## src/rtl/ansi_pkg.sv

```systemverilog
// ansi_pkg: definitions shared by the ANSI terminal writer and the key decoder.
//   - KEY_* event codes reported on key_code
//   - byte constants for the control characters both sides use
//   - decoder FSM state encoding
//   - sat_dec_acc: one step of a saturating decimal accumulator
package ansi_pkg;

  localparam logic [3:0] KEY_NONE      = 4'd0;
  localparam logic [3:0] KEY_CHAR      = 4'd1;
  localparam logic [3:0] KEY_SPACE     = 4'd2;
  localparam logic [3:0] KEY_ENTER     = 4'd3;
  localparam logic [3:0] KEY_UP        = 4'd4;
  localparam logic [3:0] KEY_DOWN      = 4'd5;
  localparam logic [3:0] KEY_RIGHT     = 4'd6;
  localparam logic [3:0] KEY_LEFT      = 4'd7;
  localparam logic [3:0] KEY_ESC       = 4'd8;
  localparam logic [3:0] KEY_ALT       = 4'd9;
  localparam logic [3:0] KEY_DELETE    = 4'd10;
  localparam logic [3:0] KEY_CSI_OTHER = 4'd11;
  localparam logic [3:0] KEY_EOF       = 4'd12;

  localparam logic [7:0] BYTE_ESC      = 8'h1B;
  localparam logic [7:0] BYTE_SPACE    = 8'h20;
  localparam logic [7:0] BYTE_CR       = 8'h0D;
  localparam logic [7:0] BYTE_LF       = 8'h0A;
  localparam logic [7:0] BYTE_EOF      = 8'hFF;
  localparam logic [7:0] BYTE_LBRACKET = 8'h5B;
  localparam logic [7:0] BYTE_SEMI     = 8'h3B;
  localparam logic [7:0] BYTE_TILDE    = 8'h7E;

  typedef enum logic [1:0] {
    ST_IDLE     = 2'd0,
    ST_ESC      = 2'd1,
    ST_CSI      = 2'd2,
    ST_PEND_EOF = 2'd3
  } dec_state_t;

  // p*10 + d, saturated at 255. 12 bits holds the worst case 255*10+9.
  function automatic logic [7:0] sat_dec_acc(input logic [7:0] p, input logic [3:0] d);
    logic [11:0] s;
    s = ({4'b0, p} * 12'd10) + {8'b0, d};
    return (s > 12'd255) ? 8'hFF : s[7:0];
  endfunction

endpackage

```

## src/rtl/ansi_key_decoder_csi_param_acc.sv

```systemverilog
// csi_param_acc: collects the numeric parameters of a CSI sequence.
// Ports:
//   clk, rst   clock, synchronous active-high reset
//   clear      start of a new CSI sequence: zero p0/p1/pidx
//   digit_stb  digit in 'digit' belongs to parameter pidx
//   digit      decimal digit value 0..9
//   semi_stb   ';' seen: advance to next parameter (saturates at 2)
//   p0, p1     first two parameters, each saturated at 255
//   pidx       current parameter index; 2 means "beyond p1, discard"
module csi_param_acc
  import ansi_pkg::*;
(
  input  logic       clk,
  input  logic       rst,
  input  logic       clear,
  input  logic       digit_stb,
  input  logic [3:0] digit,
  input  logic       semi_stb,
  output logic [7:0] p0,
  output logic [7:0] p1,
  output logic [1:0] pidx
);

  always_ff @(posedge clk) begin
    if (rst || clear) begin
      p0   <= '0;
      p1   <= '0;
      pidx <= '0;
    end else if (digit_stb) begin
      if (pidx == 2'd0)      p0 <= sat_dec_acc(p0, digit);
      else if (pidx == 2'd1) p1 <= sat_dec_acc(p1, digit);
    end else if (semi_stb && pidx != 2'd2) begin
      pidx <= pidx + 2'd1;
    end
  end

endmodule

```

## src/rtl/ansi_key_decoder.sv

```systemverilog
// ansi_key_decoder: turns the raw stdin byte stream into key events and
// cursor-position reports (ESC[r;cR, the reply to ESC[6n).
// Ports:
//   clk, rst   clock, synchronous active-high reset
//   in_valid   in_byte valid this cycle (always accepted)
//   in_byte    raw byte; 8'hFF is EOF
//   key_valid  one-cycle pulse, key_code/key_char valid
//   key_code   KEY_* code
//   key_char   byte for CHAR/ALT, final byte for CSI_OTHER, else 0
//   cpr_valid  one-cycle pulse, cpr_row/cpr_col valid (held between pulses)
//   cpr_row    reported row, saturated at 255
//   cpr_col    reported column, saturated at 255
//   seq_err    one-cycle pulse, malformed sequence dropped
module ansi_key_decoder
  import ansi_pkg::*;
#(
  parameter int unsigned ESC_TIMEOUT = 4
) (
  input  logic       clk,
  input  logic       rst,
  input  logic       in_valid,
  input  logic [7:0] in_byte,
  output logic       key_valid,
  output logic [3:0] key_code,
  output logic [7:0] key_char,
  output logic       cpr_valid,
  output logic [7:0] cpr_row,
  output logic [7:0] cpr_col,
  output logic       seq_err
);

  localparam int unsigned TW = $clog2(ESC_TIMEOUT + 1);

  dec_state_t    state;
  logic [TW-1:0] timer;

  logic       acc_clear;
  logic       digit_stb;
  logic       semi_stb;
  logic [7:0] p0;
  logic [7:0] p1;
  logic [1:0] pidx;

  // Accumulator strobes are decoded from the current state so the
  // parameters are updated on the same edge that consumes the byte.
  always_comb begin
    acc_clear = 1'b0;
    digit_stb = 1'b0;
    semi_stb  = 1'b0;
    if (in_valid) begin
      if (state == ST_ESC) acc_clear = (in_byte == BYTE_LBRACKET);
      if (state == ST_CSI) begin
        digit_stb = (in_byte >= 8'h30) && (in_byte <= 8'h39);
        semi_stb  = (in_byte == BYTE_SEMI);
      end
    end
  end

  csi_param_acc u_acc (
    .clk       (clk),
    .rst       (rst),
    .clear     (acc_clear),
    .digit_stb (digit_stb),
    .digit     (in_byte[3:0]),
    .semi_stb  (semi_stb),
    .p0        (p0),
    .p1        (p1),
    .pidx      (pidx)
  );

  always_ff @(posedge clk) begin
    if (rst) begin
      state     <= ST_IDLE;
      timer     <= '0;
      key_valid <= 1'b0;
      key_code  <= KEY_NONE;
      key_char  <= '0;
      cpr_valid <= 1'b0;
      cpr_row   <= '0;
      cpr_col   <= '0;
      seq_err   <= 1'b0;
    end else begin
      key_valid <= 1'b0;
      key_code  <= KEY_NONE;
      key_char  <= '0;
      cpr_valid <= 1'b0;
      seq_err   <= 1'b0;

      unique case (state)
        ST_IDLE: begin
          timer <= '0;
          if (in_valid) begin
            if (in_byte == BYTE_ESC) begin
              state <= ST_ESC;
            end else if (in_byte == BYTE_SPACE) begin
              key_valid <= 1'b1;
              key_code  <= KEY_SPACE;
            end else if (in_byte == BYTE_CR || in_byte == BYTE_LF) begin
              key_valid <= 1'b1;
              key_code  <= KEY_ENTER;
            end else if (in_byte == BYTE_EOF) begin
              key_valid <= 1'b1;
              key_code  <= KEY_EOF;
            end else if (in_byte >= 8'h21 && in_byte <= 8'h7E) begin
              key_valid <= 1'b1;
              key_code  <= KEY_CHAR;
              key_char  <= in_byte;
            end
          end
        end

        ST_ESC: begin
          // An arriving byte takes priority over an expiring timer.
          if (in_valid) begin
            timer <= '0;
            if (in_byte == BYTE_LBRACKET) begin
              state <= ST_CSI;
            end else if (in_byte == BYTE_ESC) begin
              key_valid <= 1'b1;
              key_code  <= KEY_ESC;
            end else if (in_byte == BYTE_EOF) begin
              key_valid <= 1'b1;
              key_code  <= KEY_EOF;
              state     <= ST_IDLE;
            end else begin
              key_valid <= 1'b1;
              key_code  <= KEY_ALT;
              key_char  <= in_byte;
              state     <= ST_IDLE;
            end
          end else if (timer == TW'(ESC_TIMEOUT - 1)) begin
            key_valid <= 1'b1;
            key_code  <= KEY_ESC;
            timer     <= '0;
            state     <= ST_IDLE;
          end else begin
            timer <= timer + TW'(1);
          end
        end

        ST_CSI: begin
          if (in_valid) begin
            if ((in_byte >= 8'h30 && in_byte <= 8'h39) || in_byte == BYTE_SEMI) begin
              // parameter bytes are consumed by the accumulator
            end else if (in_byte >= 8'h40 && in_byte <= 8'h7E) begin
              state <= ST_IDLE;
              if (in_byte == 8'h41) begin
                key_valid <= 1'b1;
                key_code  <= KEY_UP;
              end else if (in_byte == 8'h42) begin
                key_valid <= 1'b1;
                key_code  <= KEY_DOWN;
              end else if (in_byte == 8'h43) begin
                key_valid <= 1'b1;
                key_code  <= KEY_RIGHT;
              end else if (in_byte == 8'h44) begin
                key_valid <= 1'b1;
                key_code  <= KEY_LEFT;
              end else if (in_byte == BYTE_TILDE && p0 == 8'd3) begin
                key_valid <= 1'b1;
                key_code  <= KEY_DELETE;
              end else if (in_byte == 8'h52 && pidx != 2'd0) begin
                cpr_valid <= 1'b1;
                cpr_row   <= p0;
                cpr_col   <= p1;
              end else begin
                key_valid <= 1'b1;
                key_code  <= KEY_CSI_OTHER;
                key_char  <= in_byte;
              end
            end else if (in_byte == BYTE_ESC) begin
              seq_err <= 1'b1;
              timer   <= '0;
              state   <= ST_ESC;
            end else if (in_byte == BYTE_EOF) begin
              // Error and EOF cannot share a cycle; the EOF waits one cycle.
              seq_err <= 1'b1;
              state   <= ST_PEND_EOF;
            end else begin
              seq_err <= 1'b1;
              state   <= ST_IDLE;
            end
          end
        end

        ST_PEND_EOF: begin
          key_valid <= 1'b1;
          key_code  <= KEY_EOF;
          state     <= ST_IDLE;
        end

        default: state <= ST_IDLE;
      endcase
    end
  end

endmodule
```

## config.mk

```make
export PLATFORM = sky130hd
export DESIGN_NAME = ansi_key_decoder
export DESIGN_NICKNAME = d
export VERILOG_FILES = /design/src/rtl/ansi_pkg.sv /design/src/rtl/ansi_key_decoder_csi_param_acc.sv /design/src/rtl/ansi_key_decoder.sv
export SDC_FILE = /design/constraint.sdc
export NUM_CORES = 1
export LEC_CHECK = 0
export CAP_MARGIN = 20
export CORE_MARGIN = 2
export CORE_UTILIZATION = 34
export CTS_BUF_LIST = sky130_fd_sc_hd__clkbuf_16
export CTS_CLUSTER_DIAMETER = 100
export CTS_CLUSTER_SIZE = 16
export DETAILED_ROUTE_END_ITERATION = 6
export SLEW_MARGIN = 5
export SYNTH_ARGS = -nofsm -noshare
export SYNTH_HDL_FRONTEND = slang
export SYNTH_SLANG_ARGS = --single-unit
```

## constraint.sdc

```tcl
create_clock -name clk -period 3.6 [get_ports clk]
set_clock_uncertainty 0.1 [all_clocks]
set_input_delay 0.54 -clock clk [delete_from_list [all_inputs] [get_ports clk]]
set_output_delay 0.54 -clock clk [all_outputs]
set_load 0.1 [all_outputs]
```

# Word level (Yosys, flattened, before mapping)
# Cells that the tools add are included.
# Widths: inputs -> output; s select.
# totals
regBits,54
in_bits,11
out_inout_bits,31
word_cells,174
# classes
addsub,4
n_mul,2
order_cmp,7
n_eq_ne,28
muxes,89
bitwise_logic,11
reduce_logical,21
# op_table
op,n
$mux 8,21
$mux 4,17
$eq 8x7->1 const B,7
$mux 1,27
$add 12x4->12,2
$gt 12x8->1 const B,2
$mux 3,8
$pmux 8 s3,1
$mul 8x3->11 const B,2
$mux 2,11
$eq 8x4->1 const B,2
$eq 8x6->1 const B,2
$ge 8x6->1 const B,2
$pmux 4 s4,1
$ne 2x2->1 const B,6
$not 1->1,11
$reduce_and 10->1,1
$reduce_or 10->1,1
$pmux 3 s3,1
$eq 8x2->1 const B,1
$eq 8x5->1 const B,1
$eq 8x8->1 const B,1
$ge 8x7->1 const B,1
$le 8x6->1 const B,1
other kinds (21),32

# Depth between registers and ports, before layout
# Gate-level depths: netlist of run 1.
# depth
word_depth,12
ltp_mapped,9
ltp_nobuf,8

# Cells and area by module
# From an unflattened synthesis of run 1, not the netlist that was laid out.
# hier_totals
cells_unflattened,385
hier_area_um2,3425.8
# by_module_without_submodules
mod,n_inst,cells_each,area_per_inst_um2,seq_area_each_um2
ansi_key_decoder,1,202,1770.4,720.7
csi_param_acc,1,183,1655.3,360.3

# Worst setup path before layout of run 1
# No wires, ideal clock.
# synth_path
path_kind,flip-flop to flip-flop
startpoint,register u_acc.p0[1]
endpoint,register u_acc.p0[0]
setup_time_ps,141
arrival_time_ps,2650
required_time_ps,3359
slack_ps,708
path_stages_with_launch,9
path_buffers,0
period_less_slack_ps,2892
path_cell_list,dfxtp_1 ha_1 ha_1 fa_1 nand2_1 or2_2 nor4b_1 mux2i_1 a31oi_1
# synth_between
elab_chain_cells,4
# synth_lines
item,line,rtl
start: declaration,ansi_key_decoder_csi_param_acc.sv:19,"output logic [7:0] p0,"
start signal: assignment,ansi_key_decoder_csi_param_acc.sv:30,"if (pidx == 2'd0) p0 <= sat_dec_acc(p0, digit);"
$mul 8x3->11,ansi_pkg.sv:41,"s = ({4'b0, p} * 12'd10) + {8'b0, d};"
$add 12x4->12,ansi_pkg.sv:41,
$gt 12x8->1,ansi_pkg.sv:42,return (s > 12'd255) ? 8'hFF : s[7:0];
$mux 8,ansi_pkg.sv:42,
# Every way passes these cells.
# A chain may end at the register's enable or synchronous reset.

# Final worst setup path of run 1
# layout_path
startpoint,register u_acc.p0[1]
endpoint,register u_acc.p0[1]
# The elaborated chain is that of the path after synthesis.

==> impl_metrics.csv, run 1 <==
group,metric,value,unit
outcome,status,"finished clean",
cts,worstSkewPairLatency,0.29,ns
layout,num-nets-final,482,
worst_setup_path,critical_path.slowest_cell,"dfxtp_1",
worst_hold_path,worst_hold_path.endpoint,"cpr_col[6]$_SDFFE_PP0P_",
cts,post_cts.resized_instances,0,
global_route,grt_start_max_net_pins,30,
synth,mappedNetlistNets,438,
worst_setup_path,timing.critical_path.required,3.66,ns
global_route,grt_pass1_wl,13800,um
layout,area_growth,21.7,%
routing,drt_iter0_markers,145,
floorplan,initial_core_util,0.346,
worst_setup_path,cp-start-kind,"flop",
worst_setup_path,critPathKind,"flop to flop",
timing,layout_worst_path_cycle_share,0.846,
run,max-cap-violations,0,
worst_setup_path,slowest_delay,0.50,ns
layout,layout-drive-gt1-share,0.0714,
cts,cts.hold.buffers_added,0,
synth,synth_async_sr_flop_share,0,
synth,ffs_latches_synth,54,
place,dp.final_hpwl,6200,um
layout,mostFrequentLayoutCells,"54 x dfxtp_1, 46 x nand2_1, 45 x a21oi_1",
worst_setup_path,crit_path_max_fanout,8,
worst_setup_path,cp.buffers_inverters,1,
floorplan,ioPinCount,42,
routing,via_count,3001,
global_route,antenna_found_initial,0,
place,gp_congestion,0.906,
synth,postSynthAreaPerCell,8.61,sq um
routing,drt.antenna.violating_nets,0,
cts,numCtsBuffers,5,
routing,drt_first_pass_iters,4,
worst_setup_path,rrSetupSlack,0.56,ns
layout,most_common_cell_after_layout_fill_and_taps_aside,"dfxtp_1",
pwr,vdd_drop_max,0.191,mV
pwr,leakagePower,0.00160,uW
floorplan,placementRows,36,
synth,post_synth_instance_area,3350,sq um
worst_setup_path,critical-path-top-delay-family,"adder cells",
synth,synth-edff-count,0,
routing,routed_wirelength,8270,um
cts,ctsRootBufferMaster,"clkbuf_16",
layout,num_antenna_cells,0,
timing,worst_slew_pin_slew,0.991,ns
global_route,track_usage,0.163,
timing,fin_setup_tns,0,ns
timing,post_route_minimum_period,3.04,ns
timing,final.hold.worst_slack,0.359,ns
timing,final-setup-viol-count,0,
timing,fmax,328,MHz
global_route,grt-ovfl-total,0,
synth,synth_ff_type,"dfxtp_1",
worst_hold_path,hp-class,"flop to flop",
worst_setup_path,depth_of_the_most_critical_reg_to_reg_path,9,
cts,htreeDepth,2,
layout,post-route-util,0.421,
synth,synth_cell_types,59,
pwr,p_per_area,288,nW/um^2
worst_setup_path,critical_path_arrival,3.10,ns
synth,synthesis.instances,389,
global_route,first_global_vias,2887,
synth,ys_warn_count,0,
worst_hold_path,min-delay-start,"cpr_col[6]$_SDFFE_PP0P_",
layout,fill_cell_instance_count_of_the_final_layout,994,
place,i_o_buffers,41,
floorplan,die_width,103,um
synth,synth.yosys.seq_area_share,0.323,
floorplan,floorplan.die.height,103,um
routing,drc_errors,0,
timing,hold_viol_final,0,
worst_setup_path,r2r_start,"u_acc.p0[1]$_SDFFE_PP0P_",
floorplan,core,9680,sq um
timing,rsz_0062_raised_after_global_routing,"false",
timing,drv_slew,0,
pwr,totalPowerFinal,1180,uW
cts,clkSinkCount,54,
cts,post_cts_setup_inserts,0,
cts,cts_tree,"done",
worst_setup_path,r2r-end,"u_acc.p0[1]$_SDFFE_PP0P_",
worst_setup_path,timing.critical_path.mode_cell,"ha_1",
worst_setup_path,crit_path_end_kind,"flop",
worst_setup_path,cp_cell_sequence,"ha_1 -> ha_1 -> fa_1 -> xnor2_1 -> or2_2 -> nor4b_1 -> mux2i_1 -> buf_4 -> a31oi_1",
floorplan,die_area,10700,sq um
routing,routedWlPerCell,14.6,um
cts,cts_max_path_buffers,2,
cts,cts.clk_slew.worst_paths,0.07,ns
routing,routed_via_density,5.29,
worst_hold_path,worstHoldPathCells,2,
timing,max-slew-margin-rel,0.337,
## logic make-up (layout without fill, tap and decap cells)
group | count (synthesis) | in the layout | share of synthesized area
and+or+nand+nor | 130 | 130 | 0.218
muxes | 3 | 3 | 0.0127
adders and majority gates | 38 | 38 | 0.151
xor gates and xnor gates | 13 | 13 | 0.0381
buffers and inverters | 31 | 76 | 0.0403
AOI/OAI and AO/OA | 120 | 120 | 0.217
DFF | 54 | 54 | 0.323
## per-layer routing
layer  wire length [um]  vias up  track usage
met5                  0        -            0
met4                 69        0       0.0374
met3                391        8       0.0296
met2               3620       86        0.268
met1               4190     1400        0.222
li1                   -     1507            -
## per-stage QoR
| stage | instances | instance area (sq um) | setup slack [ns] |
|---|---|---|---|
| 2_1_floorplan | 389 | 3350 | 0.708 |
| 3_3_place_gp | 558 | 3920 | 0.472 |
| 3_5_place_dp | 558 | 3920 | 0.434 |
| 4_1_cts | 566 | 4070 | 0.559 |
| 5_1_grt | 567 | 4080 | 0.335 |
| 6_report | 567 | 4080 | 0.555 |
## cells in the mapped netlist, types with 5 or more instances
cell,instances,area share
dfxtp_1,54,0.32
nand2_1,46,0.052
a21oi_1,45,0.067
ha_1,34,0.13
o21ai_0,22,0.033
inv_1,17,0.019
nor2_1,15,0.017
a31oi_1,14,0.026
nand3_1,12,0.018
xnor2_1,11,0.029
a211oi_1,10,0.022
clkbuf_1,8,0.0090
nor3_1,7,0.010
a21o_1,6,0.013
and3_1,5,0.0093
nor3b_1,5,0.011
## tightest hold or removal path, stage by stage, from the launching register on
cell,delay (ns)
dfxtp_1,0.31
nand2_1,0.05
a21oi_1,0.05
## sequential cells by signal, indices dropped and copies added, names as in the netlist
register    flops
timer           3
cpr_valid       1
seq_err         1
u_acc.pidx      2
key_char        8
cpr_row         8
key_code        4
cpr_col         8
u_acc.p1        8
u_acc.p0        8
state           2
key_valid       1
## power by group
group / total [uW] / switching, uW / internal, uW
registers: 600 / 0.660 / 600
clock network: 474 / 219 / 255
logic: 101 / 68.2 / 33.0
## worst max path at each step
stage	start	endpoint	slack, ns	cells after the start
floorplan	u_acc.p0[1]$_SDFFE_PP0P_	u_acc.p0[0]$_SDFFE_PP0P_	0.71	8
global placement	in_byte[1]	u_acc.p1[2]$_SDFFE_PP0P_	0.47	8
detailed placement	in_byte[1]	u_acc.p1[3]$_SDFFE_PP0P_	0.43	8
CTS	u_acc.p0[1]$_SDFFE_PP0P_	u_acc.p0[1]$_SDFFE_PP0P_	0.56	9
global route	u_acc.p0[1]$_SDFFE_PP0P_	u_acc.p0[0]$_SDFFE_PP0P_	0.33	9
finish	u_acc.p0[1]$_SDFFE_PP0P_	u_acc.p0[1]$_SDFFE_PP0P_	0.56	9
## layout make-up
cell class / count / area, sq um / share of cell area
Timing Repair Buffer: 51 / 489 / 0.120
Tap cell: 133 / 166 / 0.0408
Inverter: 17 / 63.8 / 0.0157
Multi-Input combinational cell: 304 / 2130 / 0.524
Sequential cell: 54 / 1080 / 0.265
Clock inverter: 3 / 16.3 / 0.00399
Clock buffer: 5 / 125 / 0.0307
Power figures use the tool's default switching activity.
==> run 2: changes to the inputs <==
==> constraint.sdc (replaced) <==
create_clock -name clk -period 3.15 [get_ports clk]
set_clock_uncertainty 0.1 [all_clocks]
set_input_delay 0.4725 -clock clk [delete_from_list [all_inputs] [get_ports clk]]
set_output_delay 0.4725 -clock clk [all_outputs]
set_load 0.1 [all_outputs]
==> run 2 against run 1 <==
  * Critical path depth fell by 1
  * Sequential cell count stayed put
  * Register-to-register slack got worse by 0.30 ns
  * Global-route usage about the same
  * Highest routed layer unchanged
  * Die area unchanged
  * Final cell count is 1.8% higher
  * Clock power grew 12%
==> impl_metrics.csv, run 2 (synthesis results as in run 1) <==
group,metric,value,unit
outcome,status,"finished clean",
worst_setup_path,critPathKind,"flop to flop",
worst_setup_path,critical_path_arrival,2.96,ns
global_route,antenna_found_initial,0,
worst_setup_path,critical-path-top-delay-family,"adder cells",
routing,routed_wirelength,8500,um
place,placed_cell_area,3930,sq um
layout,area_growth,21.8,%
pwr,vdd_drop_max,0.218,mV
place,i_o_buffers,41,
timing,hold_viol_final,0,
worst_setup_path,cp-start-kind,"flop",
global_route,track_usage,0.163,
worst_setup_path,r2r_start,"u_acc.p1[1]$_SDFFE_PP0P_",
worst_setup_path,r2r-end,"u_acc.p1[0]$_SDFFE_PP0P_",
cts,cts_tree,"done",
layout,num_antenna_cells,0,
global_route,grt_pass1_wl,13700,um
routing,topRoutingLayerUsed,"met4",
worst_setup_path,cp_cell_sequence,"ha_1 -> ha_1 -> fa_1 -> xnor2_1 -> nor2_1 -> nor4b_2 -> mux2i_4 -> a31oi_1",
pwr,p_per_area,328,nW/um^2
worst_setup_path,timing.critical_path.required,3.22,ns
worst_setup_path,worst-path-stages,8,
cts,worstSkewPairLatency,0.29,ns
cts,cts.clk_slew.worst_paths,0.07,ns
worst_setup_path,rrSetupSlack,0.25,ns
routing,drt.antenna.violating_nets,0,
cts,cts.hold.buffers_added,0,
global_route,grt_start_max_net_pins,25,
place,gp_congestion,0.902,
worst_setup_path,timing.critical_path.mode_cell,"ha_1",
place,dp.final_hpwl,6420,um
routing,routedWlPerCell,14.7,um
worst_setup_path,crit_path_end,"u_acc.p1[0]$_SDFFE_PP0P_",
routing,via_count,3000,
floorplan,floorplan.die.height,103,um
timing,drv_slew,0,
timing,layout_worst_path_cycle_share,0.920,
cts,htreeDepth,2,
layout,layout-drive-gt1-share,0.164,
routing,routed_via_density,5.20,
routing,total_length_of_routed_met2_wires,3680,um
timing,post_route_minimum_period,2.90,ns
layout,mostFrequentLayoutCells,"54 x dfxtp_1, 51 x buf_4, 46 x nand2_1",
floorplan,ioPinCount,42,
layout,final_design_area_no_fill,4080,sq um
floorplan,die_area,10700,sq um
worst_hold_path,hp-class,"flop to flop",
floorplan,initial_core_util,0.346,
routing,routedLengthMet1,4310,um
run,max-cap-violations,0,
worst_setup_path,depth_of_the_most_critical_reg_to_reg_path,8,
cts,numCtsBuffers,5,
layout,most_common_cell_after_layout_fill_and_taps_aside,"dfxtp_1",
floorplan,placementRows,36,
worst_setup_path,crit_start,"u_acc.p1[1]$_SDFFE_PP0P_",
routing,detailroute.wirelength.met3,418,um
global_route,grt-ovfl-total,0,
cts,cts_max_path_buffers,2,
timing,final.hold.worst_slack,0.358,ns
timing,worst_slew_pin_slew,0.726,ns
cts,ctsRootBufferMaster,"clkbuf_16",
timing,fmax,345,MHz
routing,drc_errors,0,
timing,fin_setup_tns,0,ns
cts,post_cts_setup_inserts,0,
worst_setup_path,critical_path.slowest_cell,"dfxtp_1",
timing,rsz_0062_raised_after_global_routing,"false",
timing,max-slew-margin-rel,0.510,
floorplan,die_width,103,um
timing,final-setup-viol-count,0,
worst_setup_path,crit_path_end_kind,"flop",
worst_setup_path,cp.buffers_inverters,0,
global_route,first_global_vias,2849,
routing,drt_first_pass_iters,4,
cts,post_cts.resized_instances,0,
pwr,leakagePower,0.00171,uW
floorplan,core,9680,sq um
worst_setup_path,crit_path_max_fanout,8,
routing,drt_iter0_markers,126,
worst_setup_path,slowest_delay,0.45,ns
layout,num-nets-final,493,
cts,clkSinkCount,54,
-- run 2: cell count changes in the layout (fill, tap and decap cells not counted) --
cell             change
buf_4               +42
clkdlybuf4s50_1     -31
clkinv_1             -1
clkinv_2             -1
clkinvlp_4           +1
-- run 2: cell type report --
| cell class | instances | area [sq um] |
|---|---|---|
| Clock buffer | 5 | 125 |
| Clock inverter | 2 | 15.0 |
| Fill cell | 976 | 5600 |
| Inverter | 17 | 63.8 |
| Multi-Input combinational cell | 304 | 2130 |
| Sequential cell | 54 | 1080 |
| Tap cell | 133 | 166 |
| Timing Repair Buffer | 62 | 494 |
-- run 2: where the power goes --
| part | leakage, uW | internal [uW] | switching (uW) |
|---|---|---|---|
| Clock | 0.0000619 | 290 | 243 |
| Sequential | 0.000435 | 685 | 0.823 |
| Combinational | 0.00121 | 40.2 | 80.0 |
-- run 2: tightest hold or removal path, cell delays in order, from the launching register on --
cell and delay [ns]:
dfxtp_1 0.32, nand2_1 0.05, a21oi_1 0.05
-- run 2: metal layers --
metal | GRT usage | up-vias
met3 | 0.0296 | 8
met1 | 0.230 | 1371
li1 | - | 1539
met5 | 0 | -
met2 | 0.260 | 82
met4 | 0.0385 | 0
-- run 2: how the worst min path moves through the flow --
stage / slack, ns / cells after the start / start / endpoint
finish: 0.36 / 2 / cpr_row[2]$_SDFFE_PP0P_ / cpr_row[2]$_SDFFE_PP0P_
global placement: 0.34 / 2 / cpr_row[2]$_SDFFE_PP0P_ / cpr_row[2]$_SDFFE_PP0P_
floorplan: 0.35 / 1 / timer[2]$_SDFFE_PP0P_ / timer[2]$_SDFFE_PP0P_
detailed placement: 0.35 / 2 / cpr_col[5]$_SDFFE_PP0P_ / cpr_col[5]$_SDFFE_PP0P_
global route: 0.38 / 2 / cpr_col[5]$_SDFFE_PP0P_ / cpr_col[5]$_SDFFE_PP0P_
CTS: 0.36 / 2 / cpr_row[2]$_SDFFE_PP0P_ / cpr_row[2]$_SDFFE_PP0P_
-- run 2: through the flow --
stage | util | power [uW] | cells | setup WS, ns
detailed placement | 0.406 | 821 | 569 | 0.0629
finish | 0.421 | 1340 | 577 | 0.252
floorplan | - | 776 | 389 | 0.258
global route | 0.421 | 1390 | 577 | 0.0800
CTS | 0.420 | 1350 | 576 | 0.238
global placement | 0.406 | 820 | 569 | 0.0929
==> run 3: changes to the inputs <==
--- a/config.mk
+++ b/config.mk
@@ -6,12 +6,16 @@
 export NUM_CORES = 1
 export LEC_CHECK = 0
 export CAP_MARGIN = 20
+export CELL_PAD_IN_SITES_DETAIL_PLACEMENT = 1
+export CELL_PAD_IN_SITES_GLOBAL_PLACEMENT = 1
 export CORE_MARGIN = 2
 export CORE_UTILIZATION = 34
 export CTS_BUF_LIST = sky130_fd_sc_hd__clkbuf_16
 export CTS_CLUSTER_DIAMETER = 100
 export CTS_CLUSTER_SIZE = 16
 export DETAILED_ROUTE_END_ITERATION = 6
+export PLACE_DENSITY_LB_ADDON = 0.1
+export REMOVE_ABC_BUFFERS = 1
 export SLEW_MARGIN = 5
 export SYNTH_ARGS = -nofsm -noshare
 export SYNTH_HDL_FRONTEND = slang
==> run 3 against run 2 <==
  * First-iteration DRC count fell by 22%
  * Non-clock buffer count up 4
  * Critical path depth unchanged
==> impl_metrics.csv, run 3 (synthesis results as in run 1) <==
group,metric,value,unit
cts,cts_tree,"done",
global_route,grt_pass1_wl,15600,um
place,cell_count_after_placement,574,
layout,fill_cell_instance_count_of_the_final_layout,1162,
routing,routedWlPerCell,16.4,um
floorplan,die_area,10700,sq um
cts,post_cts_setup_inserts,0,
place,dpl_worst_slack,0.0139,ns
cts,htreeDepth,2,
cts,cts.clk_slew.worst_paths,0.07,ns
layout,area_growth,22.8,%
worst_setup_path,r2r-end,"u_acc.p1[3]$_SDFFE_PP0P_",
routing,routed_wirelength,9510,um
cts,numCtsBuffers,5,
place,i_o_buffers,41,
timing,rsz_0062_raised_after_global_routing,"false",
routing,drc_errors,0,
timing,hold_viol_final,0,
global_route,grt-ovfl-total,0,
layout,most_common_cell_after_layout_fill_and_taps_aside,"buf_4",
global_route,first_global_vias,3117,
pwr,leakagePower,0.00174,uW
run,max-cap-violations,0,
routing,routed_via_density,5.26,
worst_setup_path,timing.critical_path.required,3.21,ns
floorplan,ioPinCount,42,
layout,mostFrequentLayoutCells,"55 x buf_4, 54 x dfxtp_1, 46 x nand2_1",
cts,cts_max_path_buffers,2,
timing,post_route_minimum_period,2.92,ns
timing,fin_setup_tns,0,ns
floorplan,die_width,103,um
timing,drv_slew,0,
pwr,p_per_area,326,nW/um^2
cts,cts.hold.buffers_added,0,
worst_setup_path,r2r_start,"u_acc.p1[3]$_SDFFE_PP0P_",
place,placed_cell_area,3980,sq um
worst_setup_path,crit_path_end_kind,"flop",
layout,num_antenna_cells,0,
worst_setup_path,critical_path_arrival,2.98,ns
global_route,use_met1,0.248,
worst_setup_path,cp-start-kind,"flop",
global_route,grt-busiest-layer,"met2",
timing,layout_worst_path_cycle_share,0.926,
worst_setup_path,rrSetupSlack,0.23,ns
global_route,grt.met2_usage,0.328,
layout,layoutNonFillerInstCount,581,
timing,worst_slew_pin_slew,0.718,ns
place,gp_congestion,0.779,
worst_setup_path,depth_of_the_most_critical_reg_to_reg_path,8,
cts,worstSkewPairLatency,0.29,ns
routing,drt_first_pass_iters,6,
worst_hold_path,min-delay-start,"cpr_row[4]$_SDFFE_PP0P_",
routing,via_count,3054,
pwr,vdd_drop_max,0.198,mV
global_route,groute.layer.met3.usage,0.0255,
global_route,track_usage,0.187,
layout,layout-drive-gt1-share,0.170,
floorplan,initial_core_util,0.346,
worst_setup_path,crit_path_max_fanout,8,
layout,final_design_area_no_fill,4120,sq um
cts,ctsRootBufferMaster,"clkbuf_16",
global_route,antenna_found_initial,0,
routing,drt_iter0_markers,98,
floorplan,placementRows,36,
place,dp.final_hpwl,7370,um
worst_hold_path,hp-class,"flop to flop",
layout,num-nets-final,497,
timing,fmax,343,MHz
timing,max-slew-margin-rel,0.517,
worst_hold_path,worstHoldPathCells,2,
worst_setup_path,crit_start,"u_acc.p1[3]$_SDFFE_PP0P_",
floorplan,core,9680,sq um
cts,clkSinkCount,54,
timing,setup_slack,0.232,ns
routing,drt.antenna.violating_nets,0,
worst_hold_path,worst_hold_path.endpoint,"cpr_row[4]$_SDFFE_PP0P_",
global_route,grt_start_max_net_pins,19,
timing,final.hold.worst_slack,0.361,ns
outcome,status,"finished clean",
floorplan,floorplan.die.height,103,um
worst_setup_path,critPathKind,"flop to flop",
timing,final-setup-viol-count,0,
cts,post_cts.resized_instances,0,
==> run 3: routing by layer <==
| metal | share of wire | routed length [um] |
|---|---|---|
| met5 | 0 | 0 |
| met4 | 0.0033 | 31 |
| met3 | 0.026 | 248 |
| met2 | 0.48 | 4560 |
| met1 | 0.49 | 4670 |
==> run 3: worst max-delay path, cell delays in order, from the launching register on <==
cell and delay, ns:
dfxtp_1 0.45, ha_1 0.28, ha_1 0.25, fa_1 0.43, xnor2_1 0.19, nor2_1 0.15
nor4b_2 0.39, mux2i_4 0.43, a31oi_1 0.13
==> run 3: worst max path at each step <==
stage | endpoint | slack, ns
detailed placement | u_acc.p1[3]$_SDFFE_PP0P_ | 0.01
global placement | u_acc.p1[3]$_SDFFE_PP0P_ | 0.08
global route | u_acc.p1[3]$_SDFFE_PP0P_ | 0.05
CTS | u_acc.p1[3]$_SDFFE_PP0P_ | 0.27
finish | u_acc.p1[3]$_SDFFE_PP0P_ | 0.23
floorplan | u_acc.p0[0]$_SDFFE_PP0P_ | 0.26
==> run 3: area by class of cell <==
class                      count  area [sq um]  share of cell area
inverter                      17          63.8              0.0155
clock buffer                   5           125              0.0304
tap                          133           166              0.0404
clock inverter                 2          11.3             0.00274
timing repair buffer          66           533               0.130
multi-input combinational    304          2130               0.519
sequential                    54          1080               0.263
==> run 3: stage by stage <==
| stage | power, uW | util |
|---|---|---|
| 4_1_cts | 1360 | 0.425 |
| 5_1_grt | 1400 | 0.425 |
| 6_report | 1340 | 0.425 |
| 2_1_floorplan | 763 | - |
| 3_3_place_gp | 823 | 0.411 |
| 3_5_place_dp | 824 | 0.411 |
==> run 3: where the power goes <==
part	switching, uW	internal (uW)	total (uW)
Combinational	80.8	40.9	122
Sequential	0.768	685	686
Clock	245	288	533
Total	327	1010	1340
